**config.mk**
```make
export PLATFORM = sky130hd
export DESIGN_NAME = chacha20_keystream_reader_flat
export DESIGN_NICKNAME = d
export VERILOG_FILES = /design/src/rtl/chacha20_keystream_reader_if.sv /design/src/rtl/chacha20_keystream_reader.sv /design/src/flat_wrapper.sv
export SDC_FILE = /design/constraint.sdc
export NUM_CORES = 1
export LEC_CHECK = 0
export CORE_MARGIN = 2
export CORE_UTILIZATION = 40
export DETAILED_ROUTE_END_ITERATION = 6
export GPL_TIMING_DRIVEN = 0
export PLACE_DENSITY = 0.63
export SETUP_SLACK_MARGIN = 0.15
export SKIP_LAST_GASP = 1
export SYNTH_ARGS = -nofsm -noshare
export SYNTH_HDL_FRONTEND = slang
export SYNTH_SLANG_ARGS = --single-unit
```
**constraint.sdc**
```tcl
create_clock -name clk -period 3.35 [get_ports clk]
set_input_delay 0.8375 -clock clk [delete_from_list [all_inputs] [get_ports clk]]
set_output_delay 0.8375 -clock clk [all_outputs]
set_load 0.01 [all_outputs]
```
**src/rtl/chacha20_keystream_reader_if.sv**
```systemverilog
// Byte-stream handshake bundle for the keystream reader: the plaintext or
// ciphertext source feeds in_*, and the sink drains out_*.
// The master modport is the environment side and the slave modport is the reader side.
interface chacha20_keystream_reader_if #(
    parameter int DATA_SIZE = 8
);
    logic [DATA_SIZE-1:0] in_data;
    logic                 in_valid;
    logic                 in_last;
    logic                 in_ready;
    logic [DATA_SIZE-1:0] out_data;
    logic                 out_valid;
    logic                 out_last;
    logic                 out_ready;

    modport master (
        output in_data, in_valid, in_last, out_ready,
        input  in_ready, out_data, out_valid, out_last
    );

    modport slave (
        input  in_data, in_valid, in_last, out_ready,
        output in_ready, out_data, out_valid, out_last
    );
endinterface

```
**src/rtl/chacha20_keystream_reader.sv**
```systemverilog
// ChaCha20 keystream reader.
// - Snapshots a 64-byte keystream block when the buffer reports full.
// - XORs the snapshot byte-by-byte with the data stream.
// - Requests the next block when the current one is used up.
// - Tracks the 32-bit block counter for the message.
// Optional build macro CHACHA_KS_ZEROIZE_EN: wipes each keystream byte after use,
// and wipes the whole snapshot when the message ends or the reader enters ERROR.
//
// state   | meaning
// --------+-----------------------------------------------------------
// IDLE    | no message; waiting for start
// WAIT_KS | block requested; waiting for ks_full to latch the buffer
// STREAM  | XORing data bytes with the latched block
// ERROR   | counter would wrap; only the pending output may drain
module chacha20_keystream_reader #(
    parameter int DATA_SIZE = 8,
    parameter int NO_REG    = 64,
    parameter int CTR_WIDTH = 32
) (
    input  logic                             clk,
    input  logic                             rst,
    input  logic                             start,
    input  logic [CTR_WIDTH-1:0]             init_counter,
    input  logic [NO_REG-1:0][DATA_SIZE-1:0] ks_bytes,
    input  logic                             ks_full,
    output logic                             ks_req,
    output logic [CTR_WIDTH-1:0]             block_counter,
    output logic                             busy,
    output logic                             ctr_overflow,
    chacha20_keystream_reader_if.slave       stream
);
    localparam int IDX_W = $clog2(NO_REG);
    localparam logic [IDX_W-1:0] IDX_LAST = IDX_W'(NO_REG - 1);

    localparam logic [1:0] S_IDLE    = 2'd0;
    localparam logic [1:0] S_WAIT_KS = 2'd1;
    localparam logic [1:0] S_STREAM  = 2'd2;
    localparam logic [1:0] S_ERROR   = 2'd3;

`ifdef CHACHA_KS_ZEROIZE_EN
    localparam bit ZEROIZE = 1'b1;
`else
    localparam bit ZEROIZE = 1'b0;
`endif

    logic [1:0]                       state;
    logic [IDX_W-1:0]                 idx;
    logic [NO_REG-1:0][DATA_SIZE-1:0] ks_buf;
    logic [DATA_SIZE-1:0]             out_data_q;
    logic                             out_valid_q;
    logic                             out_last_q;
    logic                             in_ready_c;
    logic                             xfer;
    logic                             ctr_max;
    logic                             blk_end;
    logic                             msg_end;
    logic                             ovf_end;

    assign in_ready_c = (state == S_STREAM) && (!out_valid_q || stream.out_ready);
    assign xfer       = stream.in_valid && in_ready_c;
    assign ctr_max    = &block_counter;
    assign msg_end    = xfer && stream.in_last;
    assign blk_end    = xfer && !stream.in_last && (idx == IDX_LAST);
    assign ovf_end    = blk_end && ctr_max;

    assign stream.in_ready  = in_ready_c;
    assign stream.out_data  = out_data_q;
    assign stream.out_valid = out_valid_q;
    assign stream.out_last  = out_last_q;
    assign busy             = (state != S_IDLE);

    // Sequencing: state, byte index, block counter, request pulse, sticky overflow.
    always_ff @(posedge clk or negedge rst) begin
        if (!rst) begin
            state         <= S_IDLE;
            idx           <= '0;
            block_counter <= '0;
            ks_req        <= 1'b0;
            ctr_overflow  <= 1'b0;
        end else begin
            ks_req <= 1'b0;
            case (state)
                S_IDLE: begin
                    if (start) begin
                        block_counter <= init_counter;
                        ks_req        <= 1'b1;
                        state         <= S_WAIT_KS;
                    end
                end
                S_WAIT_KS: begin
                    if (ks_full) begin
                        idx   <= '0;
                        state <= S_STREAM;
                    end
                end
                S_STREAM: begin
                    if (msg_end) begin
                        // The message ends early, so the counter saturates instead of flagging overflow.
                        if (!ctr_max) block_counter <= block_counter + 1'b1;
                        idx   <= '0;
                        state <= S_IDLE;
                    end else if (ovf_end) begin
                        ctr_overflow <= 1'b1;
                        state        <= S_ERROR;
                    end else if (blk_end) begin
                        block_counter <= block_counter + 1'b1;
                        ks_req        <= 1'b1;
                        idx           <= '0;
                        state         <= S_WAIT_KS;
                    end else if (xfer) begin
                        idx <= idx + 1'b1;
                    end
                end
                S_ERROR: begin
                end
                default: state <= S_IDLE;
            endcase
        end
    end

    // Output register: one-cycle XOR result; holds while the sink stalls.
    always_ff @(posedge clk or negedge rst) begin
        if (!rst) begin
            out_data_q  <= '0;
            out_valid_q <= 1'b0;
            out_last_q  <= 1'b0;
        end else if (xfer) begin
            out_data_q  <= stream.in_data ^ ks_buf[idx];
            out_valid_q <= 1'b1;
            out_last_q  <= stream.in_last;
        end else if (stream.out_ready) begin
            out_valid_q <= 1'b0;
            out_last_q  <= 1'b0;
        end
    end

    // Keystream snapshot: latch on full in WAIT_KS; optionally wipe consumed bytes.
    always_ff @(posedge clk or negedge rst) begin
        if (!rst) begin
            ks_buf <= '0;
        end else if (state == S_WAIT_KS && ks_full) begin
            ks_buf <= ks_bytes;
        end else if (ZEROIZE && (msg_end || ovf_end)) begin
            ks_buf <= '0;
        end else if (ZEROIZE && xfer) begin
            ks_buf[idx] <= '0;
        end
    end
endmodule

```
**src/flat_wrapper.sv**
```systemverilog
// flat-port wrapper written by rule: the top's interface ports become plain ports
module chacha20_keystream_reader_flat 
#(
    parameter int DATA_SIZE = 8,
    parameter int NO_REG    = 64,
    parameter int CTR_WIDTH = 32
)
  (clk, rst, start, init_counter, ks_bytes, ks_full, ks_req, block_counter, busy, ctr_overflow, stream_in_data, stream_in_valid, stream_in_last, stream_out_ready, stream_in_ready, stream_out_data, stream_out_valid, stream_out_last);
  chacha20_keystream_reader_if #(.DATA_SIZE(DATA_SIZE)) stream_i ();
  input  logic clk;
  input  logic rst;
  input  logic start;
  input  logic [CTR_WIDTH-1:0] init_counter;
  input  logic [NO_REG-1:0][DATA_SIZE-1:0] ks_bytes;
  input  logic ks_full;
  output logic ks_req;
  output logic [CTR_WIDTH-1:0] block_counter;
  output logic busy;
  output logic ctr_overflow;
  input wire logic [$bits(stream_i.in_data)-1:0] stream_in_data;
  input wire logic [$bits(stream_i.in_valid)-1:0] stream_in_valid;
  input wire logic [$bits(stream_i.in_last)-1:0] stream_in_last;
  input wire logic [$bits(stream_i.out_ready)-1:0] stream_out_ready;
  output wire logic [$bits(stream_i.in_ready)-1:0] stream_in_ready;
  output wire logic [$bits(stream_i.out_data)-1:0] stream_out_data;
  output wire logic [$bits(stream_i.out_valid)-1:0] stream_out_valid;
  output wire logic [$bits(stream_i.out_last)-1:0] stream_out_last;
  assign stream_i.in_data = stream_in_data;
  assign stream_i.in_valid = stream_in_valid;
  assign stream_i.in_last = stream_in_last;
  assign stream_i.out_ready = stream_out_ready;
  assign stream_in_ready = stream_i.in_ready;
  assign stream_out_data = stream_i.out_data;
  assign stream_out_valid = stream_i.out_valid;
  assign stream_out_last = stream_i.out_last;
  chacha20_keystream_reader #(.DATA_SIZE(DATA_SIZE), .NO_REG(NO_REG), .CTR_WIDTH(CTR_WIDTH)) u_core (.clk(clk), .rst(rst), .start(start), .init_counter(init_counter), .ks_bytes(ks_bytes), .ks_full(ks_full), .ks_req(ks_req), .block_counter(block_counter), .busy(busy), .ctr_overflow(ctr_overflow), .stream(stream_i));
endmodule
```
Word-level counts from Yosys, hierarchy flattened:

Cells that the tools add are included.

* output and inout port bits: 46
* input bits: 559
* word-level logic and storage cells: 136
* bits in registers: 564

* $lt $le $gt $ge: 1
* bitwise operators: 2
* multiplexer cells: 28
* reduce and logical (&&, ||, !) cells: 21
* add/sub/neg operators: 2
* eq/ne operators: 10

Operators with widths (count)
* 32-bit 2-to-1 mux: 5
* 32-bit one-hot mux with 2 select lines: 1
* 8-bit binary-select mux with 6-bit select: 1
* 32-bit by 1-bit adder with 32-bit output, second input constant: 1
* 32-bit AND reduction: 1
* 6-bit 2-to-1 mux: 5
* 6-bit one-hot mux with 2 select lines: 1
* 2-bit 2-to-1 mux: 5
* 8-bit 2-to-1 mux: 1
* 4-bit by 1-bit inequality test with 1-bit output, second input constant: 2
* 4-bit AND reduction: 2
* 2-bit nonzero test: 4
* 8-bit bitwise XOR: 1
* 1-bit logical AND: 7
* 6-bit by 7-bit less-than comparator with 1-bit output, second input constant: 1
* 1-bit 2-to-1 mux: 7
* 6-bit by 1-bit adder with 6-bit output, second input constant: 1
* 6-bit == test, second input constant: 1
* 2-bit one-hot mux with 3 select lines: 1
* 5-bit AND reduction: 1
* 2-bit inequality test, second input constant: 2
* 3-bit by 1-bit inequality test with 1-bit output, second input constant: 1
* 3-bit by 2-bit inequality test with 1-bit output, second input constant: 1
* 3-bit inequality test, second input constant: 1
* other kinds (9): 10

Logic depth before layout (Yosys ltp):

Gate-level depths: netlist of the first run.

* depth in word-level cells: 10
* gate-level depth with buffers: 10
* depth with buffers taken out: 8

Worst setup path after synthesis of the first run:

Ideal clock, no wire load.

* path kind: flip-flop to output port
* start: reg u_core.state[0]
* end: out stream_in_ready
* slack: 0.844 ns
* arrival: 1.669 ns
* path buffers: 3
* required time: 2.513 ns
* stages on the path, launching flop included: 7
* path through: dfrtp_1 > inv_1 > ha_1 > buf_2 > clkbuf_1 > clkbuf_1 > and2_1

* word-level cells in the longest chain between the ends: 2

Ends and longest elaborated chain
* start: declaration: RTL line chacha20_keystream_reader.sv:46 `logic [1:0] state;`
* start signal: assignment: RTL line chacha20_keystream_reader.sv:75 `state <= S_IDLE;`
* start signal: assignment: RTL line chacha20_keystream_reader.sv:87 `state <= S_WAIT_KS;`
* start signal: assignment: RTL line chacha20_keystream_reader.sv:93 `state <= S_STREAM;`
* 2-bit == test: RTL line chacha20_keystream_reader.sv:59 `assign in_ready_c = (state == S_STREAM) && (!out_valid_q || stream.out_ready);`
* 1-bit logical AND: RTL line chacha20_keystream_reader.sv:59
* end: declaration: RTL line flat_wrapper.sv:24 `output wire logic [$bits(stream_i.in_ready)-1:0] stream_in_ready;`

No other way between the ends.

Worst setup path in the final report of the first run:

Ends and elaborated chain as after synthesis.

==> run metrics, run 1 <==
status=finished, final reports clean; clk root buf=clkbuf_16; Post-Synth Simple-Gate Area=0.0418; first-pass GRT wire length=141,000 um; Post-synth top flop=dfrtp_1; drt first pass iters=5; GP Congestion=between 0.8 and 0.9; drt initial violations=roughly 1,300; Critical Path Sink=stream_in_ready; grt ovf=0; CTS tree=yes; max-slew violation count=0; Max-cap violations=0; row count=93; final hold violations=0; Least-Margin Pin Slew=1.43 ns; kind of critical path=flip-flop to output port; largest family of logic cells by synthesized area=multiplexers; routed len/inst=28.7 um; crit start category=flip-flop; crit-path cells=inv_2 -> ha_4 -> buf_8 -> clkbuf_8 -> clkbuf_8 -> and2_1 -> dlygate4sd2_1; DIE AREA=67,500 um2; Final Net Count=roughly 3,100; largest net degree at the start of global routing=123; CP max stage delay=roughly 0.42 ns; final instance area=35,800 um2; register area=between 10,000 and 15,000 um2; Port Buffers=604; Final Skew=0.0227 ns; Worst setup EP type=output port; Seq/Total Area, Yosys=0.539; clock-pin slew on the worst setup and hold paths=0.06 ns; YS warnings=0; Mean Syn Cell Area=between 10 and 15 um2; DP Cell Count=3,274; number of synthesized flops with an enable pin=0; most frequent cells in the layout=602 x clkdlybuf4s50_1, 564 x dfrtp_1, 520 x mux2_2; DRC viols=0; PD cells=roughly 830 nW/um2; CTS Buf Count=67; Max Clk Rate=0.319 GHz; Die Width=260 um; H-tree depth=3; antenna violations before repair=48; vias per inst=5.54; ys async rst share=1.00; Max VDD drop=0.000379 V; Synth Area in Compound Gates=0.0543; Cells after Synth=1,810; top-area cell type share of the netlist area=0.539; stages on the worst setup path=7; clk sinks=564; worst r2r dst=u_core.stream.out_data[2]; Tot GR Track Use=0.290; unrepaired setup endpoints after global routing=true; Leakage=0.0143 uW; WP buf/inv=5; clk buf depth=3; post-synthesis xor/xnor area fraction=0.00234; total wire length=~98,000 um; Non-Filler Instances=approximately 3,400; Worst-Skew Late Latency=0.61 ns; via count of the routed design=around 19,000; Cell variety after synth=64; crit-path most repeated cell=clkbuf_8; Synth Register Bits=564; CP Max Fanout=10; cell taking the most area after synthesis=dfrtp_1; setup ws final=0.214 ns; Synth Net Count=2,375; HPWL after detailed placement=roughly 77,000 um; worst r2r src=u_core.idx[1]; final setup vio count=0; post-route ant nets=0; Worst Path Arrival=about 2.3 ns; area of the multi-input gates=11,600 um2; R2R cell count=9; Critical Path Start=u_core.state[0]; slowest stage cell on the critical path=dfrtp_1; period utilization=0.936; CP top delay family=buffers and inverters; Placement Cell Area=33,400 um2; DP Worst Slack=-0.597 ns; layout cells sized above 1=0.316; Top Ports=605; Min Clock Period, post-route=3.14 ns; final setup TNS=0 ns; Cell Area, Synth=26,200 um2; fillers=5,333; initial core utilization=0.405; vias in the first global route=~20,000; smallest hold slack=around 0.14 ns; Hold WC Path Type=input port to asynchronous set/reset pin; Max-slew headroom=0.0444; post-synthesis mux area share=0.337; commonest non-fill, non-tap cell in the layout=clkdlybuf4s50_1; Area Growth Syn to Fin=36.7%; Req. time, crit path=2.51 ns; Core Footprint=around 65,000 um2; adder-cell area share of the yosys netlist=0.00287; Die Ht=260 um; Synth area leaders=dfrtp_1 54%, mux2_2 22%, mux4_2 9.0%; Reg2Reg Setup Slack=about 0.23 ns
layer usage:
layer  wire, um  track usage
met3       7190       0.0799
met2      48900        0.492
met1      38800        0.357
met5        261            0
met4       2900       0.0977
flip-flops by register name (all words and copies together) (netlist names):
register and flops:
u_core.stream.out_valid 1, u_core.block_counter 32, u_core.state 2, u_core.ks_req 1
u_core.idx 6, u_core.stream.out_last 1, u_core.ks_buf 512, u_core.stream.out_data 8
u_core.ctr_overflow 1
metrics by stage:
step	util	total power (uW)
floorplan	-	18500
global placement	0.515	22400
detailed placement	0.518	22800
CTS	0.552	29900
global route	0.554	31200
finish	0.554	29800
Yosys cell counts, types with 6 or more instances:
master,n
a211oi_1,14
a21oi_1,30
a221o_1,14
a22o_1,15
a2bb2oi_1,8
a31oi_1,6
buf_1,10
buf_2,21
buf_4,7
clkbuf_1,81
dfrtp_1,564
ha_1,6
inv_1,14
mux2_2,520
mux2i_1,59
mux4_2,105
nand2_1,66
nand2b_1,7
nand3_1,17
nand4_1,6
nor2_1,30
nor2b_1,27
nor3_1,22
o211ai_1,11
o21ai_0,35
o22ai_1,17
o32ai_1,8
o41ai_1,8
or2_2,6
or4_1,6
xor2_1,7
worst reg2reg max path: stages, from the launching register on:
cell,delay (ns)
dfrtp_1,0.46
buf_2,0.31
buf_2,0.39
clkbuf_4,0.39
mux4_2,0.42
a22oi_1,0.24
a21oi_1,0.11
a311oi_1,0.43
a21oi_1,0.07
nand3b_1,0.17
area by class of cell:
cell class              count  area share
clock inverters            14     0.00315
well taps                 855      0.0299
flip-flops and latches    564       0.395
clock buffers              98      0.0541
multi-input cells        1110       0.324
diodes                     25     0.00175
inverters                  15     0.00157
plain buffers             121      0.0175
repair buffers            610       0.173
repair_timing:
action / 4_1_cts / 5_1_grt
setup endpoints to repair: 9 / 28
buffers inserted: 0 / 1
hold buffers: 0 / 0
gates resized for setup: 53 / 25
pin swaps: 1 / 1
power by group:
part,switching [uW],internal [uW]
registers,1990,10300
clock network,2930,4010
logic,4440,6110
total,9370,20400
cell families after synthesis:
family | after synthesis
mux | 685
fa+ha+maj | 6
compound gates | 197
xor+xnor | 7
flops | 564
simple gates | 215
buf+inv | 136
worst min path at each step:
stage                              startpoint  cells after the start  slack (ns)             endpoint
after floorplan            u_core.ks_buf[448]                      1        0.47   u_core.ks_buf[448]
after global placement    u_core.ctr_overflow                      1        0.45  u_core.ctr_overflow
after detailed placement  u_core.ctr_overflow                      1        0.47  u_core.ctr_overflow
after CTS                                 rst                      1        0.14   u_core.ks_buf[320]
after global routing                      rst                      1        0.16   u_core.ks_buf[324]
final                                     rst                      1        0.14   u_core.ks_buf[324]
Power figures use the tool's default switching activity.
==> run 2, diff against run 1 <==
==> constraint.sdc (replaced) <==
create_clock -name clk -period 3.35 [get_ports clk]
set_input_delay 0.5025 -clock clk [delete_from_list [all_inputs] [get_ports clk]]
set_output_delay 0.5025 -clock clk [all_outputs]
set_load 0.01 [all_outputs]
==> run metrics, run 2 (synthesis gave the netlist of run 1 again) <==
Max-slew headroom=0.0294 (-0.0149); clock-pin slew on the worst setup and hold paths=0.06 ns (about the same); Max Clk Rate=0.321 GHz (+0.82%); DP Worst Slack=-0.597 ns (unchanged); worst r2r src=u_core.idx[0]; crit start category=flip-flop; clk buf depth=3 (unchanged); CP Max Fanout=10 (unchanged); routed len/inst=28.7 um (-0.11%); slowest stage cell on the critical path=o41ai_2; H-tree depth=3 (unchanged); HPWL after detailed placement=77,300 um (unchanged); worst r2r dst=u_core.stream.out_data[6]; Die Ht=260 um (unchanged); GP Congestion=0.886 (unchanged); smallest hold slack=0.400 ns (+0.258 ns); Leakage=0.0143 uW (about the same); post-route ant nets=0 (unchanged); via count of the routed design=18,800 (-0.29%); first-pass GRT wire length=141,000 um (about the same); Hold WC Path Type=input port to asynchronous set/reset pin; CP max stage delay=0.67 ns (+0.25 ns); Max-cap violations=0 (unchanged); DRC viols=0 (unchanged); final setup vio count=0 (unchanged); Reg2Reg Setup Slack=0.24 ns (about the same); Least-Margin Pin Slew=1.45 ns (+0.0224 ns); max reg flops=512 (unchanged); DIE AREA=67,500 um2 (unchanged); largest register by flop count=u_core.ks_buf; Final Skew=0.0214 ns (-0.00135 ns); CP top delay family=compound AO/OA/AOI/OAI gates; vias in the first global route=20,500 (+0.0098%); WP buf/inv=3 (-2); Min Clock Period, post-route=3.11 ns (-0.0255 ns); initial core utilization=0.405 (unchanged); CTS Buf Count=67 (unchanged); unrepaired setup endpoints after global routing=true; kind of critical path=flip-flop to flip-flop; drt first pass iters=5 (unchanged); Worst Path Arrival=3.62 ns (+1.32 ns); Core Footprint=64,600 um2 (unchanged); total wire length=98,000 um (about the same); row count=93 (unchanged); Top Ports=605 (unchanged); CTS tree=yes; crit-path cells=buf_4 -> buf_4 -> buf_4 -> nand2b_1 -> a211oi_1 -> o41ai_2 -> o32ai_1 -> xor2_1 -> o21ai_0; Worst-Skew Late Latency=0.61 ns (about the same); max-slew violation count=0 (unchanged); commonest non-fill, non-tap cell in the layout=clkdlybuf4s50_1; Req. time, crit path=3.86 ns (+1.35 ns); Die Width=260 um (unchanged); largest net degree at the start of global routing=123 (unchanged); clk sinks=564 (unchanged); vias per inst=5.51 (-0.37%); Area Growth Syn to Fin=36.6% (about the same); R2R cell count=9 (unchanged); Max VDD drop=0.000379 V (about the same); drt initial violations=1,198 (-5.3%); Final Net Count=3,054 (unchanged); setup ws final=0.239 ns (+0.0255 ns); Tot GR Track Use=0.290 (unchanged); Port Buffers=604 (unchanged); crit-path most repeated cell=buf_4; most frequent cells in the layout=602 x clkdlybuf4s50_1, 564 x dfrtp_1, 520 x mux2_2; final hold violations=0 (unchanged); antenna violations before repair=48 (unchanged); clk root buf=clkbuf_16; grt ovf=0 (unchanged); period utilization=0.929 (-0.00760); PD cells=831 nW/um2 (about the same); layout cells sized above 1=0.315 (-0.00118); Worst setup EP type=flip-flop; status=finished, final reports clean
## run 2: cell types whose count changed in the layout (fill, tap and decap cells not counted), sizes merged
cell,delta
dlygate4sd3,+1
dlymetal6s2s,+1
diode,+3
clkdlybuf4s15,-1
dlygate4sd2,-1
## run 2: stage by stage
| step | cells | instance area (um2) | total power (uW) | TNS, ns | utilization |
|---|---|---|---|---|---|
| 2_1_floorplan | 1810 | 26200 | 18500 | 0 | - |
| 3_3_place_gp | 3269 | 33300 | 22400 | - | 0.515 |
| 3_5_place_dp | 3274 | 33400 | 22800 | -4.52 | 0.518 |
| 4_1_cts | 3387 | 35700 | 29900 | 0 | 0.552 |
| 5_1_grt | 3409 | 35700 | 31200 | 0 | 0.553 |
| 6_report | 3415 | 35800 | 29700 | 0 | 0.554 |
## run 2: what timing repair did
item	in CTS	in global routing
hold buffers	1	0
setup buffers	0	0
pin swaps	0	1
endpoints found under the hold margin	59	0
setup endpoints to repair	9	18
gates resized for setup	50	19
## run 2: power by group
part | leakage [uW] | switching [uW] | internal (uW) | total [uW]
combinational | 0.00666 | 4440 | 6090 | 10500
sequential | 0.00668 | 1990 | 10300 | 12300
clock | 0.00100 | 2940 | 4010 | 6940
total | 0.0143 | 9360 | 20400 | 29700
## run 2: metal layers
layer / routed length [um] / share of wire / vias to the layer above / GRT usage
met2: 48900 / 0.50 / 673 / 0.492
met5: 264 / 0.0027 / - / 0
met3: 7260 / 0.074 / 178 / 0.0798
li1: - / - / 8179 / -
met1: 38600 / 0.39 / 9765 / 0.357
met4: 2950 / 0.030 / 38 / 0.0977
## run 2: worst max-delay path by stage
| stage | start | end | slack, ns | cells past startpoint |
|---|---|---|---|---|
| after floorplan | u_core.idx[0] | u_core.stream.out_data[6] | 0.91 | 8 |
| after global placement | rst | u_core.ks_buf[70] | -23.36 | 1 |
| after detailed placement | u_core.idx[0] | u_core.stream.out_data[4] | -0.60 | 9 |
| after CTS | u_core.idx[1] | u_core.stream.out_data[2] | 0.18 | 9 |
| after global routing | u_core.idx[0] | u_core.stream.out_data[0] | 0.14 | 10 |
| final | u_core.idx[0] | u_core.stream.out_data[6] | 0.24 | 9 |
## run 2: area by class of cell
| cell class | count | area (um2) |
|---|---|---|
| tap | 855 | 1070 |
| clock inverter | 14 | 113 |
| clock buffer | 98 | 1930 |
| sequential | 564 | 14100 |
| inverter | 15 | 56.3 |
| antenna | 28 | 70.1 |
| fill | 5340 | 28800 |
| multi-input combinational | 1110 | 11600 |
| timing repair buffer | 610 | 6200 |
| buffer | 121 | 616 |
## run 2: worst reg2reg max path, stage by stage (launching register included)
cell and delay, ns:
dfrtp_1 0.35, buf_4 0.25, buf_4 0.32, buf_4 0.34, nand2b_1 0.38, a211oi_1 0.12
o41ai_2 0.67, o32ai_1 0.22, xor2_1 0.17, o21ai_0 0.19
==> run 3, diff against run 2 <==
RECOVER_POWER = 25   (was default)
==> run metrics, run 3 (synthesis gave the netlist of run 1 again) <==
status=finished, violations left; failing checks=max-capacitance violations, max-slew violations; final instance area=35,700 um2 (-0.10%); final setup vio count=0 (unchanged); GP Congestion=0.886 (unchanged); final hold violations=0 (unchanged); Max-slew headroom=-0.0734 (-0.103); area of the multi-input gates=11,600 um2 (unchanged); H-tree depth=3 (unchanged); row count=93 (unchanged); antenna violations before repair=48 (unchanged); Worst setup EP type=flip-flop; Critical Path Start=u_core.idx[1]; clock-pin slew on the worst setup and hold paths=0.06 ns (about the same); kind of critical path=flip-flop to flip-flop; Area Growth Syn to Fin=36.5%; clk sinks=564 (unchanged); drt first pass iters=6 (+1); CTS tree=yes; HPWL after detailed placement=77,300 um (unchanged); layout cells sized above 1=0.315 (unchanged); Final Net Count=3,054 (unchanged); Tot GR Track Use=0.290 (unchanged); grt ovf=0 (unchanged); Core Footprint=64,600 um2 (unchanged); met2 Usage GRT=0.492 (unchanged); register area=14,100 um2 (unchanged); vias per inst=5.52 (about the same); Leakage=0.0143 uW (-0.11%); vias in the first global route=20,500 (unchanged); GRT busiest layer=met2; initial core utilization=0.405 (unchanged); Max VDD drop=0.000379 V (about the same); max reg flops=512 (unchanged); clk root buf=clkbuf_16; CP Max Fanout=10 (unchanged); Reg2Reg Setup Slack=0.27 ns (+0.03 ns); largest register by flop count=u_core.ks_buf; Final Skew=0.0203 ns (-0.00109 ns); DP Worst Slack=-0.597 ns (unchanged); setup ws final=0.268 ns (+0.0284 ns); worst r2r src=u_core.idx[1]; fillers=5,344 (+0.075%); Die Ht=260 um (unchanged); final setup TNS=0 ns (unchanged); first-pass GRT wire length=141,000 um (unchanged); period utilization=0.920 (-0.00848); Die Width=260 um (unchanged); most frequent cells in the layout=602 x clkdlybuf4s50_1, 564 x dfrtp_1, 520 x mux2_2; routed len/inst=28.7 um (-0.10%); smallest hold slack=0.401 ns (+0.00122 ns); clk buf depth=3 (unchanged); drt initial violations=1,251 (+4.4%); Critical Path Sink=u_core.stream.out_data[0]; Port Buffers=604 (unchanged); Placement Cell Area=33,400 um2 (unchanged); commonest non-fill, non-tap cell in the layout=clkdlybuf4s50_1; R2R cell count=8 (-1); via count of the routed design=18,800 (+0.074%); total power=29,700 uW (about the same); DRC viols=0 (unchanged); Max-cap violations=1 (+1); Hold WC Path Type=input port to asynchronous set/reset pin; CTS Buf Count=67 (unchanged); post-route ant nets=0 (unchanged); Req. time, crit path=3.81 ns (-0.05 ns); met3 GRT Util=0.0798 (unchanged); worst r2r dst=u_core.stream.out_data[0]; crit start category=flip-flop; unrepaired setup endpoints after global routing=true; Min Clock Period, post-route=3.08 ns (-0.0284 ns); Max Clk Rate=0.324 GHz (+0.92%); PD cells=832 nW/um2 (about the same); Least-Margin Pin Slew=1.61 ns (+0.157 ns); largest net degree at the start of global routing=123 (unchanged); met1 usage=0.357 (unchanged); Worst-Skew Late Latency=0.61 ns (about the same); DIE AREA=67,500 um2 (unchanged); total wire length=97,900 um (about the same); Top Ports=605 (unchanged); max-slew violation count=123 (+123); Worst Path Arrival=3.54 ns (-0.08 ns)
## run 3: stage by stage
stage	utilization	std cells
after CTS	0.552	3387
final	0.553	3416
after floorplan	-	1810
after detailed placement	0.518	3274
after global routing	0.553	3409
after global placement	0.515	3269
## run 3: worst min path at each step
stage / startpoint / end / slack (ns) / cells after the start
finish: rst / u_core.ks_buf[324] / 0.40 / 2
global route: rst / u_core.ks_buf[324] / 0.43 / 2
detailed placement: rst / u_core.ks_buf[320] / 0.45 / 1
floorplan: rst / u_core.block_counter[0] / 0.21 / 0
CTS: rst / u_core.ks_buf[320] / 0.41 / 2
global placement: u_core.ctr_overflow / u_core.ctr_overflow / 0.45 / 1
## run 3: power breakdown
group          leakage, uW  switching [uW]  internal [uW]
sequential         0.00668            1990          10300
combinational      0.00664            4430           6090
clock              0.00100            2930           4010
## run 3: layer usage
| metal | part of all wire | up-vias |
|---|---|---|
| li1 | - | 8180 |
| met1 | 0.39 | 9771 |
| met2 | 0.50 | 675 |
| met3 | 0.073 | 183 |
| met4 | 0.031 | 38 |
| met5 | 0.0027 | - |
## run 3: layout make-up
class,count,share of cell area
diodes,29,0.00203
plain buffers,121,0.0172
clock buffers,98,0.0542
clock inverters,14,0.00315
inverters,15,0.00158
multi-input cells,1110,0.324
flip-flops and latches,564,0.395
well taps,855,0.0299
repair buffers,610,0.172
## run 3: critical path, stage by stage, from the launching register on
cell and delay (ns):
dfrtp_1 0.46, clkdlybuf4s18_2 0.52, clkbuf_4 0.38, mux4_2 0.36, mux2i_1 0.26, o22ai_1 0.22
o32ai_2 0.43, xor2_1 0.19, o21ai_0 0.09
## run 3: what timing repair did
item,in CTS,in global routing
setup endpoints to repair,9,18
pin swaps,0,1
hold endpoints to repair,59,0
resized for setup,50,19
setup buffers,0,0
hold buffers,1,0
